File: src/rtl/nic_pkg.sv
// Shared rf68000 ring definitions: packet layout, packet type codes and
// well-known node IDs used by NICs and ring servers.
package nic_pkg;

  localparam logic TRUE  = 1'b1;
  localparam logic FALSE = 1'b0;

  // Node IDs with a fixed meaning on the ring.
  localparam logic [5:0] NODE_NONE    = 6'd0;
  localparam logic [5:0] NODE_GATEWAY = 6'd62;
  localparam logic [5:0] NODE_BCAST   = 6'd63;

  // Packet type codes.
  localparam logic [4:0] PT_NULL  = 5'd0;
  localparam logic [4:0] PT_READ  = 5'd1;
  localparam logic [4:0] PT_WRITE = 5'd2;
  localparam logic [4:0] PT_AREAD = 5'd3;
  localparam logic [4:0] PT_ACK   = 5'd4;
  localparam logic [4:0] PT_AACK  = 5'd5;
  localparam logic [4:0] PT_ERR   = 5'd6;
  localparam logic [4:0] PT_VPA   = 5'd7;

  typedef struct packed {
    logic [5:0]  sid;
    logic [5:0]  did;
    logic [5:0]  age;
    logic        ack;
    logic [4:0]  typ;
    logic        we;
    logic [3:0]  sel;
    logic [2:0]  fc;
    logic [7:0]  asid;
    logic        mmus;
    logic        ios;
    logic        iops;
    logic [31:0] adr;
    logic [31:0] dat;
  } packet_t;

  // Gateway bus-master sequencer states.
  typedef enum logic [1:0] {
    GW_IDLE = 2'd0,
    GW_BUS  = 2'd1,
    GW_RESP = 2'd2
  } gw_state_t;

  // True for packet types that a ring server executes as a bus cycle.
  function automatic logic is_request(input logic [4:0] typ);
    return (typ == PT_READ) || (typ == PT_AREAD) || (typ == PT_WRITE);
  endfunction

endpackage

File: src/rtl/rf68000_pkt_fifo.sv
// Small synchronous packet FIFO with registered full/empty flags.
// A push while full is ignored even if a pop frees a slot in the same cycle.
module rf68000_pkt_fifo #(
  parameter int  DEPTH    = 4,
  parameter type packet_t = logic [7:0]
) (
  input  logic    clk,
  input  logic    rst,
  input  logic    push,
  input  logic    pop,
  input  packet_t din,
  output packet_t dout,
  output logic    full,
  output logic    empty
);

  localparam int AW = (DEPTH > 1) ? $clog2(DEPTH) : 1;
  localparam int CW = $clog2(DEPTH + 1);

  packet_t         mem [DEPTH];
  logic [AW-1:0]   wr_ptr;
  logic [AW-1:0]   rd_ptr;
  logic [CW-1:0]   count;
  logic            do_push;
  logic            do_pop;

  function automatic logic [AW-1:0] next_ptr(input logic [AW-1:0] p);
    return (p == AW'(DEPTH - 1)) ? '0 : p + AW'(1);
  endfunction

  assign do_push = push && !full;
  assign do_pop  = pop && !empty;
  assign dout    = mem[rd_ptr];

  // Storage array: written only on an accepted push.
  always_ff @(posedge clk) begin
    if (do_push && !rst) begin
      mem[wr_ptr] <= din;
    end
  end

  // Pointers, occupancy count and registered full/empty flags.
  always_ff @(posedge clk) begin
    if (rst) begin
      wr_ptr <= '0;
      rd_ptr <= '0;
      count  <= '0;
      full   <= 1'b0;
      empty  <= 1'b1;
    end else begin
      if (do_push) begin
        wr_ptr <= next_ptr(wr_ptr);
      end
      if (do_pop) begin
        rd_ptr <= next_ptr(rd_ptr);
      end
      case ({do_push, do_pop})
        2'b10: begin
          count <= count + CW'(1);
          full  <= (count == CW'(DEPTH - 1));
          empty <= 1'b0;
        end
        2'b01: begin
          count <= count - CW'(1);
          full  <= 1'b0;
          empty <= (count == CW'(1));
        end
        default: begin
          count <= count;
        end
      endcase
    end
  end

endmodule

File: src/rtl/rf68000_ring_gateway.sv
// Ring-side server node: captures requests addressed to it, runs them as
// bus-master cycles, and inserts the matching response on the response ring.
// Also ages passing request-ring traffic and scrubs over-aged packets.
module rf68000_ring_gateway
  import nic_pkg::*;
#(
  parameter logic [5:0] ID         = NODE_GATEWAY,
  parameter int         DEPTH      = 4,
  parameter logic       SYNC_WRITE = 1'b1,
  parameter int         TIMEOUT    = 256,
  parameter logic [5:0] MAX_AGE    = 6'd63
) (
  input  logic        clk_i,
  input  logic        rst_i,
  input  packet_t     packet_i,
  output packet_t     packet_o,
  input  packet_t     rpacket_i,
  output packet_t     rpacket_o,
  output logic        m_cyc_o,
  output logic        m_stb_o,
  output logic        m_we_o,
  output logic [3:0]  m_sel_o,
  output logic [2:0]  m_fc_o,
  output logic [7:0]  m_asid_o,
  output logic        m_mmus_o,
  output logic        m_ios_o,
  output logic        m_iops_o,
  output logic [31:0] m_adr_o,
  output logic [31:0] m_dat_o,
  input  logic        m_ack_i,
  input  logic        m_err_i,
  input  logic        m_vpa_i,
  input  logic [31:0] m_dat_i,
  output logic        busy_o
);

  localparam int TW = $clog2(TIMEOUT + 1);

  gw_state_t     state;
  gw_state_t     state_next;
  packet_t       cur;
  packet_t       resp_tx;
  packet_t       resp_build;
  packet_t       fifo_dout;
  logic          fifo_full;
  logic          fifo_empty;
  logic          push;
  logic          pop;
  logic          build;
  logic          term;
  logic          tmo_hit;
  logic          insert;
  logic [TW-1:0] tmo_count;

  // A request is captured only if the registered full flag allows it.
  assign push    = (packet_i.did == ID) && is_request(packet_i.typ) && !fifo_full;
  assign tmo_hit = (tmo_count == TW'(TIMEOUT - 1));
  assign term    = m_cyc_o && (m_ack_i || m_err_i || m_vpa_i || tmo_hit);
  assign insert  = (rpacket_i.did == NODE_NONE) && (resp_tx.did != NODE_NONE);
  assign busy_o  = !fifo_empty || (state != GW_IDLE);

  rf68000_pkt_fifo #(
    .DEPTH    (DEPTH),
    .packet_t (packet_t)
  ) u_fifo (
    .clk   (clk_i),
    .rst   (rst_i),
    .push  (push),
    .pop   (pop),
    .din   (packet_i),
    .dout  (fifo_dout),
    .full  (fifo_full),
    .empty (fifo_empty)
  );

  // Request ring: one-cycle pass-through with capture, discard and aging.
  always_ff @(posedge clk_i) begin
    if (rst_i) begin
      packet_o <= '0;
    end else begin
      packet_o <= packet_i;
      if (packet_i.did == ID) begin
        // Requests refused because of a full FIFO go round again unaged.
        if (!is_request(packet_i.typ) || !fifo_full) begin
          packet_o.did <= NODE_NONE;
        end
      end else if (packet_i.did != NODE_NONE) begin
        // An age at or beyond the limit is scrubbed so it cannot wrap to 0.
        if (packet_i.age >= (MAX_AGE - 6'd1)) begin
          packet_o.did <= NODE_NONE;
        end else begin
          packet_o.age <= packet_i.age + 6'd1;
        end
      end
    end
  end

  // Sequencer next-state: pop, run the bus cycle, wait for insertion.
  always_comb begin
    state_next = state;
    pop        = 1'b0;
    build      = 1'b0;
    case (state)
      GW_IDLE: begin
        if (!fifo_empty && (resp_tx.did == NODE_NONE)) begin
          pop        = 1'b1;
          state_next = GW_BUS;
        end else begin
          state_next = GW_IDLE;
        end
      end
      GW_BUS: begin
        if (term) begin
          if (cur.we && !SYNC_WRITE) begin
            state_next = GW_IDLE;
          end else begin
            build      = 1'b1;
            state_next = GW_RESP;
          end
        end else begin
          state_next = GW_BUS;
        end
      end
      GW_RESP: begin
        // An unroutable response (did 0) is never inserted; do not wait on it.
        if (insert || (resp_tx.did == NODE_NONE)) begin
          state_next = GW_IDLE;
        end else begin
          state_next = GW_RESP;
        end
      end
      default: begin
        state_next = GW_IDLE;
      end
    endcase
  end

  // Response packet built from the current request and the bus termination.
  always_comb begin
    resp_build      = cur;
    resp_build.sid  = ID;
    resp_build.did  = cur.sid;
    resp_build.age  = 6'd0;
    resp_build.ack  = 1'b1;
    resp_build.we   = 1'b0;
    resp_build.sel  = 4'd0;
    resp_build.fc   = 3'd0;
    resp_build.dat  = cur.we ? 32'd0 : m_dat_i;
    if (m_ack_i) begin
      resp_build.typ = (cur.typ == PT_AREAD) ? PT_AACK : PT_ACK;
    end else if (m_err_i) begin
      resp_build.typ = PT_ERR;
    end else if (m_vpa_i) begin
      resp_build.typ = PT_VPA;
    end else begin
      resp_build.typ = PT_ERR;
    end
  end

  // Sequencer state and latched current request.
  always_ff @(posedge clk_i) begin
    if (rst_i) begin
      state <= GW_IDLE;
      cur   <= '0;
    end else begin
      state <= state_next;
      if (pop) begin
        cur <= fifo_dout;
      end
    end
  end

  // Bus-master outputs: loaded on pop, cleared on any termination.
  always_ff @(posedge clk_i) begin
    if (rst_i || term) begin
      m_cyc_o  <= 1'b0;
      m_stb_o  <= 1'b0;
      m_we_o   <= 1'b0;
      m_sel_o  <= 4'd0;
      m_fc_o   <= 3'd0;
      m_asid_o <= 8'd0;
      m_mmus_o <= 1'b0;
      m_ios_o  <= 1'b0;
      m_iops_o <= 1'b0;
      m_adr_o  <= 32'd0;
      m_dat_o  <= 32'd0;
    end else if (pop) begin
      m_cyc_o  <= 1'b1;
      m_stb_o  <= 1'b1;
      m_we_o   <= fifo_dout.we;
      m_sel_o  <= fifo_dout.sel;
      m_fc_o   <= fifo_dout.fc;
      m_asid_o <= fifo_dout.asid;
      m_mmus_o <= fifo_dout.mmus;
      m_ios_o  <= fifo_dout.ios;
      m_iops_o <= fifo_dout.iops;
      m_adr_o  <= fifo_dout.adr;
      m_dat_o  <= fifo_dout.dat;
    end else begin
      m_cyc_o  <= m_cyc_o;
    end
  end

  // Bus watchdog: counts cycles of an active, unterminated bus cycle.
  always_ff @(posedge clk_i) begin
    if (rst_i || !m_cyc_o || term) begin
      tmo_count <= '0;
    end else begin
      tmo_count <= tmo_count + TW'(1);
    end
  end

  // Pending response: loaded when built, released once on the ring.
  always_ff @(posedge clk_i) begin
    if (rst_i) begin
      resp_tx <= '0;
    end else if (build) begin
      resp_tx <= resp_build;
    end else if (insert) begin
      resp_tx.did <= NODE_NONE;
    end else begin
      resp_tx <= resp_tx;
    end
  end

  // Response ring: pass-through, pending response fills the first empty slot.
  always_ff @(posedge clk_i) begin
    if (rst_i) begin
      rpacket_o <= '0;
    end else if (insert) begin
      rpacket_o <= resp_tx;
    end else begin
      rpacket_o <= rpacket_i;
    end
  end

endmodule

File: config.mk
export PLATFORM = sky130hd
export DESIGN_NAME = rf68000_ring_gateway
export DESIGN_NICKNAME = d
export VERILOG_FILES = /design/src/rtl/nic_pkg.sv /design/src/rtl/rf68000_pkt_fifo.sv /design/src/rtl/rf68000_ring_gateway.sv
export SDC_FILE = /design/constraint.sdc
export NUM_CORES = 1
export LEC_CHECK = 0
export CAP_MARGIN = 20
export CORE_ASPECT_RATIO = 0.5
export CORE_MARGIN = 4
export CORE_UTILIZATION = 40
export DETAILED_ROUTE_END_ITERATION = 8
export SYNTH_ARGS = -nofsm -noshare
export SYNTH_HDL_FRONTEND = slang
export SYNTH_HIERARCHICAL = 1
export SYNTH_SLANG_ARGS = --single-unit
File: constraint.sdc
create_clock -name clk_i -period 14.9 [get_ports clk_i]
set_input_delay 2.235 -clock clk_i [delete_from_list [all_inputs] [get_ports clk_i]]
set_output_delay 2.235 -clock clk_i [all_outputs]
set_load 0.02 [all_outputs]
Yosys cells after proc, flatten, opt, wreduce, memory -nomap -nowiden
Memories as Yosys holds them, arrays and structs flattened. A register that Yosys moved wholly into a read port is not among the register bits.
Cells that the tools add are included.
{"block": "totals", "n_memories": 1, "elab_cells": 150, "mem_bits_rw": 428, "regBits": 461}
{"block": "classes", "magnitude_cmp": 1, "n_mux": 31, "reduce_logical": 33, "n_addsub": 6, "eq_ne": 14}
{"memory": "u_fifo.mem", "depth": 4, "word_bits": 107, "rd": 1, "rd_clocked_by_memory_dff": 1, "wr": 1, "line_no": "rf68000_pkt_fifo.sv:20", "rtl": "packet_t mem [DEPTH];"}
{"op": "2-to-1 mux 107 bit", "count": 1}
{"op": "2-to-1 mux 101 bit", "count": 1}
{"op": "2-to-1 mux 6 bit", "count": 6}
{"op": "2-to-1 mux 32 bit", "count": 1}
{"op": "equality test 5 x 2 -> 1 bit, second input constant", "count": 3}
{"op": "2-to-1 mux 2 bit", "count": 7}
{"op": "logical NOT 6 bit", "count": 2}
{"op": "2-to-1 mux 12 bit", "count": 1}
{"op": "nonzero test 6 bit", "count": 2}
{"op": "logical OR 1 bit", "count": 11}
{"op": "2-to-1 mux 1 bit", "count": 10}
{"op": "adder 9 x 1 -> 9 bit, second input constant", "count": 1}
{"op": "equality test 9 x 8 -> 1 bit, second input constant", "count": 1}
{"op": "equality test 2 bit, second input constant", "count": 4}
{"op": "logical AND 1 bit", "count": 8}
{"op": "adder 6 x 1 -> 6 bit, second input constant", "count": 1}
{"op": "equality test 6 bit, second input constant", "count": 1}
{"op": ">= comparator 6 bit, second input constant", "count": 1}
{"op": "one-hot mux 2 bit (3 select lines)", "count": 1}
{"op": "one-hot mux 3 bit (2 select lines)", "count": 1}
{"op": "nonzero test 2 bit", "count": 3}
{"op": "equality test 5 x 1 -> 1 bit, second input constant", "count": 1}
{"op": "logical NOT 1 bit", "count": 5}
{"op": "adder 2 x 1 -> 2 bit, second input constant", "count": 2}
{"op": "8 further kinds", "count": 10}

Depth between registers and ports, before layout
Gate-level depths: netlist (run 1).
{"block": "logic_depth", "ltp_word": 9, "mapped_depth": 10, "mapped_depth_nobuf": 8}

Cells and area by module
Netlist (run 1), hierarchy kept.
{"module": "rf68000_pkt_fifo", "n_inst": 1, "area_per_inst_um2": 16024.1, "cells_per_inst": 628}
{"module": "rf68000_ring_gateway", "n_inst": 1, "area_per_inst_um2": 14604.0, "cells_per_inst": 1654}

Least setup slack after synthesis (run 1)
No wires, ideal clock.
{"block": "synth_timing", "path_kind": "input to register", "start": "in packet_i[95] (netlist bit)", "end": "mem u_fifo/mem[0][0] (netlist bit), enable pin", "arrival_time_ns": 5.821, "path_slack_ns": 8.600, "path_stages": 8, "path_cell_list": "and4b_1 nand3_1 clkbuf_1 nor3_1 nand2b_1 clkbuf_1 nor2_1 and2_1"}
{"block": "synth_between", "elab_chain_cells": 7}
{"element": "start, declared", "line_no": "rf68000_ring_gateway.sv:15", "rtl": "input packet_t packet_i,"}
{"element": "equality test 6 bit", "line_no": "rf68000_ring_gateway.sv:56", "rtl": "assign push = (packet_i.did == ID) && is_request(packet_i.typ) && !fifo_full;"}
{"element": "logical AND 1 bit (2 in a row)", "line_no": "rf68000_ring_gateway.sv:56"}
{"element": "named net push", "line_no": "rf68000_ring_gateway.sv:47", "rtl": "logic push;"}
{"element": "logical AND 1 bit", "line_no": "rf68000_pkt_fifo.sv:31", "rtl": "assign do_push = push && !full;"}
{"element": "logical AND 1 bit", "line_no": "rf68000_pkt_fifo.sv:37", "rtl": "if (do_push && !rst) begin"}
{"element": "2-to-1 mux 1 bit", "line_no": "rf68000_pkt_fifo.sv:37"}
{"element": "2-to-1 mux 1 bit (implied by the code)", "line_no": "rf68000_pkt_fifo.sv:38", "rtl": "mem[wr_ptr] <= din;"}
{"element": "end, declared", "line_no": "rf68000_pkt_fifo.sv:20"}
The timed path passes the listed nets, and every way through them passes these cells.

Worst setup path in the final report (run 1)
{"block": "layout_timing", "start": "in packet_i[95] (netlist bit)", "end": "mem u_fifo/mem[2][8] (netlist bit), enable pin"}
The elaborated chain is that of the path after synthesis.

==> impl_metrics.ini, run 1 <==
[power]
powerDensity_mw_per_mm2 = 123
vdd_drop_max_uv = 77.9
total_power_w = 0.00461
p_leak_nw = 12.6

[finish]
multi_input_area_sq_mm = 0.00766
drive_above_1_share = 0.0889
num-nets-final = 2991
seqCellArea_sq_mm = 0.0205
fillers = 6141
area_delta_synth_final_pct = 30.5
final_area_sq_mm = 0.0375

[global_routing]
grt_max_degree = 90
grt-ovfl-total = 0
antenna_found_initial = 1
grt_util_met2 = 0.335
grt-busiest-layer = met2
grt_pass1_vias = 18000
grt_util_met1 = 0.256
global_route.usage.met3 = 0.0283
grt_usage = 0.192
grt_pass1_wl_mm = 114

[drt]
drc = 0
postRouteAntennaNets = 0
first_pass_iters = 5
via_per_inst = 4.94
drt_iter0_drc = 1179
wl_mm = 76.0
num_vias = 18500
wl_per_cell_um = 20.3

[cts]
path_clk_slew_ps = 60
ctsResizeCount = 0
cts_hold_buf = 0
tritoncts = yes
numCtsBuffers = 76
htree_num_levels = 3
cts_root_buf = clkbuf_16
clock_latency_ps = 640
cts.path.max_buffers = 3
clock-sinks = 835
post_cts_buffers = 0

[flow_run]
maxCapViolations = 0

[floorplan]
initial_utilization = 0.404
die_y_um = 198
die_area_sq_mm = 0.0765
die_w_um = 387
placementRows = 69
ios = 551
fp.coreArea_sq_mm = 0.0711

[setup_path]
crit_chain = clkdlybuf4s50_1, and4b_1, nand3_1, nor3_1, nand2b_1, nor2_1, and2_4, buf_4
arrival_ps = 5830
required_ps = 15150
cp_slowest_cell = buf_4
cp-start-kind = input port
worst-setup-path-type = in2reg
cp_top_family = simple AND/OR/NAND/NOR gates
crit_path_max_fanout = 59
cpPeakStageDelay_ps = 800
worst-path-buf-inv = 2
cp-end-kind = flop

[timing]
slew_headroom = 0.339
fin_tns_setup_ps = 0
period_share = 0.374
setup_viol = 0
fmax_ghz = 0.179
hold_ws_ps = 446
hold_viol_final = 0
worst_pin_slew_ps = 991
clock_skew_ps = 14.8
fin_crit_ps = 5580
drv_slew = 0
grt_setup_unrepaired = false

[logic_synthesis]
synth_warnings = 6
syn_nets = 2482
synth.cell_area_sq_mm = 0.0288
syn_avg_cell_area_sq_um = 13.0
synthCells = 2217

[placed_design]
io_buffers = 550
routabilityCongestion = 0.821
place_area_sq_mm = 0.0351
hpwl_mm = 49.6

[min_path]
hp-class = reg2reg

[outcome]
status = completed
[worst register-to-register path, stage by stage, from the launching register on]
cell	delay, ps
dfxtp_4	640
buf_4	650
buf_4	830
mux4_2	670
nand2_1	240
a21oi_1	110
[flip-flops by register name, summed over array words and instances (netlist names), 3 cells and up, named ones only]
| register | flops |
|---|---|
| m_sel_o | 4 |
| m_fc_o | 3 |
| m_dat_o | 32 |
| u_fifo/mem | 376 |
| cur | 55 |
| rpacket_o | 107 |
| packet_o | 107 |
| m_adr_o | 32 |
| tmo_count | 9 |
| u_fifo/count | 3 |
| m_asid_o | 8 |
| resp_tx | 84 |
[area by class of cell]
| cell class | instances | area share |
|---|---|---|
| Sequential cell | 835 | 0.546 |
| Tap cell | 958 | 0.0319 |
| Antenna cell | 1 | 0.0000667 |
| Clock inverter | 26 | 0.00683 |
| Clock buffer | 115 | 0.0586 |
| Inverter | 11 | 0.00117 |
| Timing Repair Buffer | 573 | 0.152 |
| Multi-Input combinational cell | 1229 | 0.204 |
[cell usage in the layout (no fill, tap or decap), types with 18 or more instances in the layout]
cell type / n
clkdlybuf4s50_1: 549
nand2_1: 525
dfxtp_1: 457
edfxtp_1: 376
a21oi_1: 319
nor2b_1: 98
mux4_2: 94
clkbuf_16: 77
nor2_1: 41
nand3b_1: 33
clkbuf_1: 25
buf_4: 22
and2_1: 18
[report_power, final]
group | switching (W) | internal [W] | total [W] | leakage (nW)
Combinational | 0.000118 | 0.000126 | 0.000245 | 4.25
Clock | 0.000864 | 0.00107 | 0.00193 | 1.19
Sequential | 0.00000800 | 0.00242 | 0.00243 | 7.14
Total | 0.000990 | 0.00362 | 0.00461 | 12.6
[final timing paths]
path	slack (ps)	to	cells past startpoint	start
hold / removal	450	rpacket_o[45]$_SDFF_PP0_	2	resp_tx[45]$_SDFFE_PP0N_
setup / recovery	9320	u_fifo/mem[2][8]$_DFFE_PP_	8	packet_i[95]
hold reg to reg	450	rpacket_o[45]$_SDFF_PP0_	2	resp_tx[45]$_SDFFE_PP0N_
setup reg to reg	11600	cur[70]$_SDFFE_PP0P_	5	flop
[through the flow]
| step | instances | worst slack, ps | utilization |
|---|---|---|---|
| 6_report | 3748 | 9320 | 0.528 |
| 2_1_floorplan | 2217 | 8910 | - |
| 5_1_grt | 3748 | 9180 | 0.528 |
| 4_1_cts | 3746 | 9360 | 0.527 |
| 3_3_place_gp | 3605 | 8690 | 0.493 |
| 3_5_place_dp | 3605 | 8660 | 0.493 |
[layer usage]
metal / vias to the layer above / share of wire / routed length (um)
met1: 9253 / 0.43 / 32600
met3: 99 / 0.039 / 2950
met2: 371 / 0.51 / 39100
li1: 8780 / - / -
met5: - / 0 / 0
met4: 0 / 0.018 / 1380
No activity file was read; power rests on OpenSTA's default activity.
==> run 2, diff against run 1 <==
PLACE_DENSITY = 0.66   (was default)
clock period = 5.1 ns   (was 14.9 ns; I/O delays follow)
==> run 2 against run 1 <==
  * Die area unchanged
  * Global-route usage down 0.22 points
  * Sequential share of layout area down 0.21 points
  * Critical path depth up 1
  * Final cell count up 0.21%
==> impl_metrics.ini, run 2 (synthesis results as in run 1) <==
[finish]
multi_input_area_sq_mm = 0.00766
num-nets-final = 3002
area_delta_synth_final_pct = 31.0
drive_above_1_share = 0.0931
final_area_sq_mm = 0.0377
final_cell_mix = clkdlybuf4s50_1 (549), nand2_1 (525), dfxtp_1 (457), edfxtp_1 (376), a21oi_1 (319)
seqCellArea_sq_mm = 0.0205
largest_register = u_fifo/mem
fillers = 6077
mostFrequentLayoutCell = clkdlybuf4s50_1
largest_reg_flops = 376
reg_top3 = u_fifo/mem (376), packet_o (107), rpacket_o (107)

[drt]
via_per_inst = 4.93
num_vias = 18500
drt_iter0_drc = 1262
drc = 0
postRouteAntennaNets = 0
wl_mm = 75.4
wl_per_cell_um = 20.1
first_pass_iters = 5

[global_routing]
grt_pass1_wl_mm = 112
grt_pass1_vias = 18300
grt_max_degree = 120
antenna_found_initial = 4
grt-ovfl-total = 0
grt_usage = 0.190

[placed_design]
io_buffers = 550
hpwl_mm = 50.9
place_area_sq_mm = 0.0352
routabilityCongestion = 0.850

[power]
total_power_w = 0.0135
powerDensity_mw_per_mm2 = 358
p_leak_nw = 12.7
vdd_drop_max_uv = 196

[cts]
clock_latency_ps = 630
post_cts_buffers = 0
path_clk_slew_ps = 60
numCtsBuffers = 74
cts.path.max_buffers = 3
clock-sinks = 835
ctsResizeCount = 0
htree_num_levels = 3
cts_root_buf = clkbuf_16
cts_hold_buf = 0
tritoncts = yes

[timing]
drv_slew = 0
hold_viol_final = 0
fin_tns_setup_ps = 0
period_share = 0.658
clock_skew_ps = 20.4
worst_pin_slew_ps = 1130
grt_setup_unrepaired = false
fin_crit_ps = 3350
slew_headroom = 0.245
setup_viol = 0
fmax_ghz = 0.298

[setup_path]
worst-setup-path-type = in2reg
crit_path_max_fanout = 37
cp-start-kind = input port
cp-end-kind = flop
required_ps = 5410
arrival_ps = 3670

[outcome]
status = completed

[floorplan]
die_area_sq_mm = 0.0765
die_y_um = 198
ios = 551
placementRows = 69
die_w_um = 387
fp.coreArea_sq_mm = 0.0711
initial_utilization = 0.404

[min_path]
hp-class = reg2reg

[flow_run]
maxCapViolations = 0
run 2: cell types whose count changed in the layout (fill, tap and decap cells not counted), moves of 2 or more:
cell        change
clkbuf_1       -11
buf_4           +8
inv_16          -2
buf_12          +5
clkinv_2       +11
diode_2         +3
clkinv_8        -2
clkinv_1        +4
clkinvlp_4      -3
clkbuf_8        -9
bufinv_16       +6
run 2: critical path, cell delays in order:
cell	delay, ps
clkdlybuf4s50_1	500
and4b_1	200
nand3_1	70
buf_4	180
nor3_1	340
nand2b_1	300
nor2_1	300
and2_4	610
buf_4	350
run 2: layout make-up:
class	instances	area share
Sequential cell	835	0.544
Multi-Input combinational cell	1229	0.203
Timing Repair Buffer	586	0.155
Clock buffer	95	0.0540
Tap cell	958	0.0318
Clock inverter	38	0.0106
Inverter	11	0.00113
Antenna cell	4	0.000266
run 2: metrics by stage:
step / setup slack (ps) / cells / util / hold slack, ps
final: 1750 / 3756 / 0.530 / 449
after global routing: 1630 / 3755 / 0.530 / 469
after CTS: 1780 / 3752 / 0.530 / 452
after detailed placement: 1110 / 3619 / 0.495 / 443
after global placement: 1130 / 3619 / 0.495 / 436
after floorplan: 578 / 2217 / - / 432
run 2: worst paths after layout:
path	startpoint	to	slack, ps	depth (start not counted)
setup / recovery	packet_i[98]	u_fifo/mem[0][81]$_DFFE_PP_	1750	9
hold / removal	resp_tx[17]$_SDFFE_PP0N_	resp_tx[17]$_SDFFE_PP0N_	450	2
setup reg to reg	resp_tx[100]$_SDFFE_PP0P_	u_fifo/count[0]$_SDFFE_PP0P_	1980	7
hold reg to reg	resp_tx[17]$_SDFFE_PP0N_	resp_tx[17]$_SDFFE_PP0N_	450	2
run 2: routing by layer:
layer	wire (um)	share of wire	track usage	up-vias
li1	-	-	-	8798
met3	3410	0.045	0.0303	129
met1	31400	0.42	0.247	9173
met4	2390	0.032	0.0719	0
met5	0	0	0	-
met2	38200	0.51	0.325	423
run 2: power breakdown:
| part | internal, W | total (W) | switching (W) |
|---|---|---|---|
| combinational | 0.000368 | 0.000713 | 0.000345 |
| clock | 0.00323 | 0.00568 | 0.00244 |
| sequential | 0.00707 | 0.00710 | 0.0000242 |
| total | 0.0107 | 0.0135 | 0.00281 |
